### config.mk
export PLATFORM = sky130hd
export DESIGN_NAME = if_fetch_flat
export DESIGN_NICKNAME = d
export VERILOG_FILES = /design/src/rtl/if_fetch_if.sv /design/src/rtl/if_fetch.sv /design/src/flat_wrapper.sv
export SDC_FILE = /design/constraint.sdc
export NUM_CORES = 1
export LEC_CHECK = 0
export ABC_AREA = 0
export CORE_MARGIN = 3
export CORE_UTILIZATION = 47
export CTS_CLUSTER_DIAMETER = 200
export DETAILED_ROUTE_END_ITERATION = 12
export HOLD_SLACK_MARGIN = 0.02
export PLACE_DENSITY = 0.86
export SYNTH_ARGS = -nofsm -noshare
export SYNTH_HDL_FRONTEND = slang
export SYNTH_SLANG_ARGS = --single-unit
export TNS_END_PERCENT = 20
### constraint.sdc
create_clock -name Clk -period 2.14 [get_ports Clk]
set_clock_uncertainty 0.2 [all_clocks]
set_input_delay 0.428 -clock Clk [delete_from_list [all_inputs] [get_ports Clk]]
set_output_delay 0.428 -clock Clk [all_outputs]
set_load 0.02 [all_outputs]
### src/rtl/if_fetch_if.sv
// Fetch-side bundle: stall/branch control in, ROM request/response, IF/ID output pair.
// master = fetch unit, slave = pipeline/ROM side.
interface if_fetch_if;
    logic        stall;
    logic        branch_flag;
    logic [31:0] branch_target;
    logic        rom_ce;
    logic [31:0] rom_addr;
    logic        rom_ack;
    logic [31:0] rom_data;
    logic [31:0] if_pc;
    logic [31:0] if_inst;
    logic        if_valid;

    modport master (
        input  stall, branch_flag, branch_target, rom_ack, rom_data,
        output rom_ce, rom_addr, if_pc, if_inst, if_valid
    );

    modport slave (
        output stall, branch_flag, branch_target, rom_ack, rom_data,
        input  rom_ce, rom_addr, if_pc, if_inst, if_valid
    );
endinterface

### src/rtl/if_fetch.sv
// Instruction fetch: owns the PC, one outstanding ROM request, one-entry skid on stall.
// if_valid rises one edge after rom_ack; stall holds the output and parks at most one extra word.
module if_fetch #(
    parameter logic [31:0] RESET_PC = 32'h0000_0000,
    parameter logic [31:0] PC_STEP  = 32'd4
) (
    input  logic         Clk,
    input  logic         Rst_n,
    if_fetch_if.master   bus
);
    typedef enum logic [1:0] {IDLE, FETCH, FULL, KILL} state_t;

    state_t      state_q;
    logic [31:0] pc_q;
    logic [31:0] req_addr_q;
    logic        rom_ce_q;
    logic [31:0] out_pc_q;
    logic [31:0] out_inst_q;
    logic        out_vld_q;
    logic [31:0] sk_pc_q;
    logic [31:0] sk_inst_q;
    logic        sk_vld_q;

    logic        slot_free;
    logic [31:0] pc_inc;

    assign slot_free = !out_vld_q || !bus.stall;
    assign pc_inc    = pc_q + PC_STEP;

    assign bus.rom_ce   = rom_ce_q;
    assign bus.rom_addr = req_addr_q;
    assign bus.if_pc    = out_pc_q;
    assign bus.if_inst  = out_inst_q;
    assign bus.if_valid = out_vld_q;

    always_ff @(posedge Clk) begin
        if (Rst_n) begin
            state_q    <= IDLE;
            pc_q       <= RESET_PC;
            req_addr_q <= RESET_PC;
            rom_ce_q   <= 1'b0;
            out_pc_q   <= 32'h0;
            out_inst_q <= 32'h0;
            out_vld_q  <= 1'b0;
            sk_pc_q    <= 32'h0;
            sk_inst_q  <= 32'h0;
            sk_vld_q   <= 1'b0;
        end else if (bus.branch_flag) begin
            pc_q      <= bus.branch_target;
            out_vld_q <= 1'b0;
            sk_vld_q  <= 1'b0;
            rom_ce_q  <= 1'b1;
            // An un-acked request cannot be withdrawn; drain it in KILL.
            if ((state_q == FETCH || state_q == KILL) && !bus.rom_ack) begin
                state_q <= KILL;
            end else begin
                state_q    <= FETCH;
                req_addr_q <= bus.branch_target;
            end
        end else begin
            if (out_vld_q && !bus.stall) begin
                out_vld_q <= 1'b0;
            end
            case (state_q)
                IDLE: begin
                    req_addr_q <= pc_q;
                    rom_ce_q   <= 1'b1;
                    state_q    <= FETCH;
                end
                FETCH: begin
                    if (bus.rom_ack) begin
                        pc_q <= pc_inc;
                        if (slot_free) begin
                            out_pc_q   <= req_addr_q;
                            out_inst_q <= bus.rom_data;
                            out_vld_q  <= 1'b1;
                            req_addr_q <= pc_inc;
                        end else begin
                            sk_pc_q   <= req_addr_q;
                            sk_inst_q <= bus.rom_data;
                            sk_vld_q  <= 1'b1;
                            rom_ce_q  <= 1'b0;
                            state_q   <= FULL;
                        end
                    end
                end
                FULL: begin
                    if (!bus.stall) begin
                        out_pc_q   <= sk_pc_q;
                        out_inst_q <= sk_inst_q;
                        out_vld_q  <= 1'b1;
                        sk_vld_q   <= 1'b0;
                        req_addr_q <= pc_q;
                        rom_ce_q   <= 1'b1;
                        state_q    <= FETCH;
                    end
                end
                KILL: begin
                    if (bus.rom_ack) begin
                        req_addr_q <= pc_q;
                        state_q    <= FETCH;
                    end
                end
                default: begin
                    rom_ce_q <= 1'b0;
                    state_q  <= IDLE;
                end
            endcase
        end
    end
endmodule

### src/flat_wrapper.sv
// flat-port wrapper written by rule: the top's interface ports become plain ports
module if_fetch_flat 
#(
    parameter logic [31:0] RESET_PC = 32'h0000_0000,
    parameter logic [31:0] PC_STEP  = 32'd4
)
  (Clk, Rst_n, bus_stall, bus_branch_flag, bus_branch_target, bus_rom_ack, bus_rom_data, bus_rom_ce, bus_rom_addr, bus_if_pc, bus_if_inst, bus_if_valid);
  if_fetch_if bus_i ();
  input  logic Clk;
  input  logic Rst_n;
  input wire logic [$bits(bus_i.stall)-1:0] bus_stall;
  input wire logic [$bits(bus_i.branch_flag)-1:0] bus_branch_flag;
  input wire logic [$bits(bus_i.branch_target)-1:0] bus_branch_target;
  input wire logic [$bits(bus_i.rom_ack)-1:0] bus_rom_ack;
  input wire logic [$bits(bus_i.rom_data)-1:0] bus_rom_data;
  output wire logic [$bits(bus_i.rom_ce)-1:0] bus_rom_ce;
  output wire logic [$bits(bus_i.rom_addr)-1:0] bus_rom_addr;
  output wire logic [$bits(bus_i.if_pc)-1:0] bus_if_pc;
  output wire logic [$bits(bus_i.if_inst)-1:0] bus_if_inst;
  output wire logic [$bits(bus_i.if_valid)-1:0] bus_if_valid;
  assign bus_i.stall = bus_stall;
  assign bus_i.branch_flag = bus_branch_flag;
  assign bus_i.branch_target = bus_branch_target;
  assign bus_i.rom_ack = bus_rom_ack;
  assign bus_i.rom_data = bus_rom_data;
  assign bus_rom_ce = bus_i.rom_ce;
  assign bus_rom_addr = bus_i.rom_addr;
  assign bus_if_pc = bus_i.if_pc;
  assign bus_if_inst = bus_i.if_inst;
  assign bus_if_valid = bus_i.if_valid;
  if_fetch #(.RESET_PC(RESET_PC), .PC_STEP(PC_STEP)) u_core (.Clk(Clk), .Rst_n(Rst_n), .bus(bus_i));
endmodule
==> metrics.sh, run 1 <==
YS.FLOP_TYPE='sky130_fd_sc_hd__dfxtp_1'
FILLERINSTANCES=1369
CP_NUM_CELLS=9
POSTSYNTHNETCOUNT=1151
GLOBAL_ROUTE.OVERFLOW_TOTAL=0
SETUP.REG_TO_REG.WORST_SLACK_NS=-0.08
P_TOTAL_mW=9.56
TIMING.SETUP.TNS_NS=-0.0796
LAYOUT.CORE_UTILIZATION_PCT=68.4
CTS_MAX_PATH_BUFFERS=2
POST_SYNTH_INSTANCE_AREA_SQ_UM=8970
FINALHOLDVIOLCOUNT=0
BUSIEST_LAYER='met2'
TIMING.CRITICAL_PATH.MAX_DELAY_FAMILY='compound AO/OA/AOI/OAI gates'
ASYNCSETRESETFLOPFRACSYNTH_PCT=0
POST_DRT_VIA_CELL_RATIO=5.81
TIMING.CRITICAL_PATH.FROM_TYPE='register'
TRITONCTS_NUM_SINKS=196
NETS=1359
LEAKAGE_nW=4.55
CRITPATHREQUIREDTIME_NS=2.27
MET1_USAGE_PCT=33.0
NUMBER_OF_GLOBAL_ROUTE_VIAS_BEFORE_REPAIR=8063
DETAILEDPLACE.WORSTSLACK_NS=-0.464
DRIVE_ABOVE_1_SHARE_PCT=16.3
SLEW_VIOLATIONS=0
FIRST_PASS_ITERS=5
GRT_FIRST_PASS_WIRELENGTH_MM=40.6
VDD.IR_DROP.WORST_mV=0.617
MAXCAPVIOLCOUNT=0
HOLD_PATH_DEPTH=2
TIMING.FINAL.CRIT_PERIOD_NS=2.22
DR.FIRST_ITER.DRC_COUNT=890
OUTCOME='finished, violations left'
IO_BUFFER_COUNT=166
REGISTER_AREA_SQ_UM=3930
FINAL_CELLS=1528
SYNTH_TOP_AREA_CELL='sky130_fd_sc_hd__dfxtp_1'
SYNTH_CELL_TYPES=61
PLACEDCELLCOUNT=1475
WORST_MIN_DELAY_PATH_STARTPOINT='Rst_n'
SYNTH-WARNING-COUNT=0
CORE_SQ_UM=18300
GRT_UTIL_MET2_PCT=38.7
GRT_START_MAX_NET_PINS=152
ANTENNA_FOUND_INITIAL=0
CTS.CLK_SLEW.WORST_PATHS_NS=0.07
CTS_TREE='yes'
R2R-START='u_core.state_q[1]'
CTS-HTREE-LEVELS=4
SLOWEST_DELAY_NS=0.37
CPMAXSTAGEDELAYCELL='sky130_fd_sc_hd__o32a_1'
ANTENNA_LEFT=0
POST-DP-HPWL_MM=17.6
FINALHOLDWORSTSLACK_NS=0.0927
CRITICAL_PATH_CELL_BY_CELL='inv_2, ha_4, nand2_4, o32a_1, nor2_4, buf_6, clkbuf_16, nor2_2, a211oi_1'
INITIAL_UTILIZATION_PCT=49.0
FINAL.PERIOD_UTILIZATION_PCT=104
SYNTH_TOP_CELLS_BY_AREA='sky130_fd_sc_hd__dfxtp_1 (44%), sky130_fd_sc_hd__mux2i_1 (7.8%), sky130_fd_sc_hd__nand2_1 (7.2%)'
DIE-HEIGHT_MICRONS=144
GRT_USE_TOTAL_PCT=24.4
VIA_COUNT=8873
CTS-BUFFERS-INSERTED=17
CRITICAL_PATH.N_BUFFERS_INVERTERS=3
REGTOREGENDPOINT='u_core.bus.if_pc[30]'
FINAL_AREA_SQ_UM=12500
CRIT_PATH_MAX_FANOUT=7
WORST_R2R_PATH_DEPTH=9
MULTI_INPUT_AREA_SQ_UM=4870
FP.DIEW_MICRONS=144
SETUP_VIOL=1
POST_SYNTHESIS_REGISTER_BIT_COUNT=196
RSZ0062_AT_GRT='yes'
WORSTMARGINPINSLEW_NS=0.695
YOSYSTOPAREACELLSHARE_PCT=43.7
CTS_HOLD_REPAIR.BUFFERS=0
SYN_AREA_PER_CELL_SQ_UM=8.33
SYNTH-EDFF-COUNT=0
DPL-INSTANCE-AREA_SQ_UM=11400
SEQUENTIAL_FRACTION_OF_THE_SYNTHESIS_AREA_PCT=43.7
MAXIMUM_CLOCK_FREQUENCY_GHz=0.451
PATH_CLASS='reg -> reg'
VIOLATED_CHECKS='setup timing'
CORE.ROWCOUNT=49
DATA_ARRIVAL_TIME_OF_THE_CRITICAL_PATH_NS=2.35
DRC_ERRORS=0
ROUTED_LENGTH_PER_INSTANCE_MICRONS=18.3
DRT_WL_TOTAL_MM=27.9
CELLPOWERDENSITY_nW_PER_UM2=763
MIN_PATH_TYPE='in -> reg'
HOLD_END='u_core.pc_q[27]'
SYNTH_CELLS=1077
FINAL.SETUP.WORST_SLACK_NS=-0.0796
END_KIND='register'
TIMING.SLEW.HEADROOM_PCT=53.7
CLOCK_LATENCY_NS=0.44
DESIGN.PORTCOUNT=167
CTS_ROOT_BUFFER='sky130_fd_sc_hd__clkbuf_16'
DIEAREA_SQ_UM=20800
MET3_USAGE_PCT=4.79
GPL_WTD_CONG=0.974
SYN_TO_LAYOUT_AREA_DELTA_PCT=39.7
## per-layer routing
| metal | share of wire, % | vias up |
|---|---|---|
| met5 | 0 | - |
| met4 | 3.6 | 0 |
| met3 | 6.8 | 70 |
| met2 | 47 | 387 |
| met1 | 43 | 4217 |
| li1 | - | 4199 |
## synth_stat cells (all sizes together), types with 6 or more instances
library cell and count:
dfxtp 196, nand2 173, nor2 109, a21oi 104, a211oi 83, mux2i 70, clkbuf 63, o21ai 34
buf 28, xnor2 26, nand3 21, nand4 21, xor2 20, nand2b 13, nor3 13, inv 11
o211ai 9, nor4 8, o211a 6
## sequential cells by signal, summed over array words and instances, names as in the netlist
name and cells:
u_core.bus.if_pc 32, u_core.sk_inst_q 32, u_core.bus.rom_addr 32, u_core.sk_pc_q 32, u_core.bus.if_valid 1, u_core.bus.if_inst 32, u_core.pc_q 32, u_core.bus.rom_ce 1
u_core.state_q 2
## cell usage in the layout (no fill, tap or decap), types with 6 or more instances in the layout
cell / count
sky130_fd_sc_hd__inv_1: 9
sky130_fd_sc_hd__clkdlybuf4s50_1: 135
sky130_fd_sc_hd__nand2_1: 171
sky130_fd_sc_hd__buf_6: 7
sky130_fd_sc_hd__nand4_1: 19
sky130_fd_sc_hd__a211oi_2: 20
sky130_fd_sc_hd__nor2_2: 10
sky130_fd_sc_hd__nor3_1: 11
sky130_fd_sc_hd__buf_12: 11
sky130_fd_sc_hd__buf_4: 86
sky130_fd_sc_hd__clkbuf_16: 23
sky130_fd_sc_hd__nand3_1: 19
sky130_fd_sc_hd__xnor2_1: 26
sky130_fd_sc_hd__xor2_1: 20
sky130_fd_sc_hd__o21ai_0: 32
sky130_fd_sc_hd__dfxtp_1: 191
sky130_fd_sc_hd__nand2b_1: 13
sky130_fd_sc_hd__a21oi_1: 103
sky130_fd_sc_hd__o211ai_1: 9
sky130_fd_sc_hd__dlymetal6s2s_1: 7
sky130_fd_sc_hd__mux2i_1: 70
sky130_fd_sc_hd__dlygate4sd2_1: 22
sky130_fd_sc_hd__nor2_1: 97
sky130_fd_sc_hd__a211oi_1: 63
sky130_fd_sc_hd__o211a_1: 6
## worst max path at each step
stage / start / end
after floorplan: u_core.pc_q[23] / u_core.pc_q[30]
after global placement: bus_rom_ack / u_core.bus.rom_addr[17]
after detailed placement: bus_rom_ack / u_core.bus.rom_addr[17]
after CTS: u_core.state_q[0] / u_core.bus.if_inst[11]
after global routing: u_core.state_q[1] / u_core.bus.if_pc[30]
final: u_core.state_q[1] / u_core.bus.if_pc[30]
## logic make-up after synthesis
family                   synth area share [%]
multiplexers                             7.81
XOR/XNOR                                 4.49
adder cells (fa/ha/maj)                 0.697
AND/OR/NAND/NOR                          19.7
flip-flops                               43.7
buffers and inverters                    4.63
AO/OA/AOI/OAI                            19.0
## where the power goes
part	leakage (nW)	total, mW	switching, mW	internal [mW]
clock	0.256	3.11	1.49	1.63
sequential	1.60	4.14	0.241	3.90
combinational	2.69	2.31	1.22	1.09
total	4.55	9.56	2.94	6.62
## layout make-up
class	instances	share of cell area, %
antenna	1	0.0200
clock buffer	20	3.48
tap	229	2.29
timing repair buffer	280	22.7
sequential	196	31.3
multi-input combinational	777	38.8
inverter	13	0.389
clock inverter	12	0.948
## what timing repair did
action | in CTS | in global routing
cloned | 3 | 7
endpoints found under the hold margin | 0 | 0
endpoints found under the setup margin | 140 | 106
resized for setup | 36 | 60
pin swaps | 4 | 28
setup buffers | 5 | 6
Note: power is estimated with default switching activity, not from simulation.
==> inputs of run 2 (changes only) <==
--- a/config.mk
+++ b/config.mk
@@ -12,6 +12,7 @@
 export DETAILED_ROUTE_END_ITERATION = 12
 export HOLD_SLACK_MARGIN = 0.02
 export PLACE_DENSITY = 0.86
+export RECOVER_POWER = 50
 export SYNTH_ARGS = -nofsm -noshare
 export SYNTH_HDL_FRONTEND = slang
 export SYNTH_SLANG_ARGS = --single-unit
==> constraint.sdc (replaced) <==
create_clock -name Clk -period 2.14 [get_ports Clk]
set_clock_uncertainty 0.2 [all_clocks]
set_input_delay 0.642 -clock Clk [delete_from_list [all_inputs] [get_ports Clk]]
set_output_delay 0.642 -clock Clk [all_outputs]
set_load 0.02 [all_outputs]
==> run 2 against run 1 <==
  * The flow still finishes with violations (setup timing)
  * Wire length up 2.2%
  * Register-to-register slack better by 0.08 ns
  * Clock-buffer cell count increased by 2
  * Via count rose by 1.9%
  * Largest power group unchanged
==> metrics.sh, run 2 (same netlist as run 1, synthesis figures left out) <==
OUTCOME='finished, violations left'
VIOLATED_CHECKS='setup timing'
FINAL.SETUP.WORST_SLACK_NS=-0.00105
CRITICAL_PATH.N_BUFFERS_INVERTERS=2
DPL-INSTANCE-AREA_SQ_UM=11500
DRC_ERRORS=0
FINAL.PERIOD_UTILIZATION_PCT=100
ANTENNA_FOUND_INITIAL=1
RSZ0062_AT_GRT='yes'
FIRST_PASS_ITERS=5
GRT_FIRST_PASS_WIRELENGTH_MM=43.5
CPMAXSTAGEDELAYCELL='sky130_fd_sc_hd__or4_1'
CTS_TREE='yes'
TIMING.SLEW.HEADROOM_PCT=70.0
FP.DIEW_MICRONS=144
GLOBAL_ROUTE.OVERFLOW_TOTAL=0
CRIT_PATH_MAX_FANOUT=6
MAXIMUM_CLOCK_FREQUENCY_GHz=0.467
ROUTED_LENGTH_PER_INSTANCE_MICRONS=18.6
CRITICAL_PATH_CELL_BY_CELL='inv_2, ha_4, buf_4, and4_4, nand2_2, or4_1, a311o_1, a21oi_2'
DIEAREA_SQ_UM=20800
POST-DP-HPWL_MM=18.1
CTS.CLK_SLEW.WORST_PATHS_NS=0.07
GRT_USE_TOTAL_PCT=26.0
WORSTMARGINPINSLEW_NS=0.445
IO_BUFFER_COUNT=166
PATH_CLASS='reg -> reg'
NETS=1367
TIMING.CRITICAL_PATH.MAX_DELAY_FAMILY='simple AND/OR/NAND/NOR gates'
MAXCAPVIOLCOUNT=0
SLEW_VIOLATIONS=0
FINAL_AREA_SQ_UM=12700
VIA_COUNT=9044
TRITONCTS_NUM_SINKS=196
DRIVE_ABOVE_1_SHARE_PCT=18.7
ANTENNA_LEFT=0
TIMING.CRITICAL_PATH.FROM_TYPE='register'
DATA_ARRIVAL_TIME_OF_THE_CRITICAL_PATH_NS=2.30
CTS_HOLD_REPAIR.BUFFERS=0
CTS_MAX_PATH_BUFFERS=2
GRT_START_MAX_NET_PINS=85
LAYOUT_COMMON_CELLS='sky130_fd_sc_hd__dfxtp_1 (191), sky130_fd_sc_hd__nand2_1 (171), sky130_fd_sc_hd__a21oi_1 (103), sky130_fd_sc_hd__nor2_1 (103), sky130_fd_sc_hd__buf_4 (100)'
DRT_WL_TOTAL_MM=28.5
CLOCK_LATENCY_NS=0.42
CTS_ROOT_BUFFER='sky130_fd_sc_hd__clkbuf_16'
DR.FIRST_ITER.DRC_COUNT=883
DESIGN.PORTCOUNT=167
DIE-HEIGHT_MICRONS=144
CORE.ROWCOUNT=49
POST_DRT_VIA_CELL_RATIO=5.89
CTS-HTREE-LEVELS=4
MOSTFREQUENTLAYOUTCELL='sky130_fd_sc_hd__dfxtp_1'
CRITPATHREQUIREDTIME_NS=2.30
FILLERINSTANCES=1317
SLOWEST_DELAY_NS=0.42
VDD.IR_DROP.WORST_mV=0.620
FINALHOLDVIOLCOUNT=0
SETUP_VIOL=1
TIMING.FINAL.CRIT_PERIOD_NS=2.14
INITIAL_UTILIZATION_PCT=49.0
CORE_SQ_UM=18300
MIN_PATH_TYPE='reg -> reg'
GPL_WTD_CONG=0.949
SYN_TO_LAYOUT_AREA_DELTA_PCT=41.2
CELLPOWERDENSITY_nW_PER_UM2=775
CTS-BUFFERS-INSERTED=17
DETAILEDPLACE.WORSTSLACK_NS=-0.630
LEAKAGE_nW=4.82
END_KIND='register'
NUMBER_OF_GLOBAL_ROUTE_VIAS_BEFORE_REPAIR=8611
run 2: cell count changes in the layout (fill, tap and decap cells not counted), sizes merged:
cell,before,now
clkdlybuf4s50,135,64
dlymetal6s2s,7,1
clkbuf,26,25
inv,16,13
bufinv,1,4
dlygate4sd2,22,99
clkinvlp,5,2
buf,110,121
clkinv,3,4
run 2: where the power goes:
part           leakage (nW)  switching [mW]  internal, mW  total (mW)
clock network         0.296            1.39          2.00        3.39
logic                  2.92            1.30          1.02        2.32
registers              1.60           0.210          3.90        4.11
run 2: layout make-up:
class / count / area [sq um] / share of cell area [%]
multi-input cells: 777 / 5030 / 39.7
clock buffers: 22 / 454 / 3.58
flip-flops and latches: 196 / 3930 / 31.0
diodes: 1 / 2.50 / 0.0197
repair buffers: 288 / 2750 / 21.7
clock inverters: 10 / 170 / 1.34
well taps: 229 / 287 / 2.26
inverters: 13 / 48.8 / 0.385
run 2: per-stage QoR:
stage / utilization [%] / std cells / hold WS, ns / setup TNS (ns) / power, mW
floorplan: - / 1077 / 0.236 / -1.83 / 5.28
global placement: 62.6 / 1483 / 0.241 / -76.83 / 6.23
detailed placement: 62.6 / 1483 / 0.246 / -82.00 / 6.28
CTS: 67.4 / 1528 / 0.255 / -0.0121 / 9.69
global route: 69.1 / 1536 / 0.268 / -0.245 / 10.2
finish: 69.1 / 1536 / 0.253 / -0.00105 / 9.82
run 2: metal layers:
metal,GRT usage (%),up-vias,wire [microns]
met4,9.03,0,777
met2,43.1,471,13700
met1,34.2,4288,11700
li1,-,4223,-
met5,0,-,0
met3,4.86,62,2370
run 2: timing repair:
item,4_1_cts,5_1_grt
pin swaps,3,8
resized for setup,140,58
buffers inserted,8,7
endpoints found under the hold margin,0,0
endpoints found under the setup margin,246,93
gates cloned,5,2
run 2: worst paths after layout:
kind                                            from                 endpoint  slack (ns)  cells past startpoint
worst min-delay path            u_core.sk_inst_q[20]     u_core.sk_inst_q[20]        0.25                      2
worst max-delay path               u_core.state_q[1]  u_core.bus.rom_addr[16]      -0.001                      8
worst max register to register     u_core.state_q[1]  u_core.bus.rom_addr[16]      -0.001                      8
worst min register to register  u_core.sk_inst_q[20]     u_core.sk_inst_q[20]        0.25                      2
run 2: worst reg2reg max path: stages, from the launching register on:
cell and delay [ns]:
sky130_fd_sc_hd__dfxtp_2 0.33, sky130_fd_sc_hd__inv_2 0.07, sky130_fd_sc_hd__ha_4 0.17, sky130_fd_sc_hd__buf_4 0.13
sky130_fd_sc_hd__and4_4 0.23, sky130_fd_sc_hd__nand2_2 0.08, sky130_fd_sc_hd__or4_1 0.42, sky130_fd_sc_hd__a311o_1 0.33
sky130_fd_sc_hd__a21oi_2 0.13
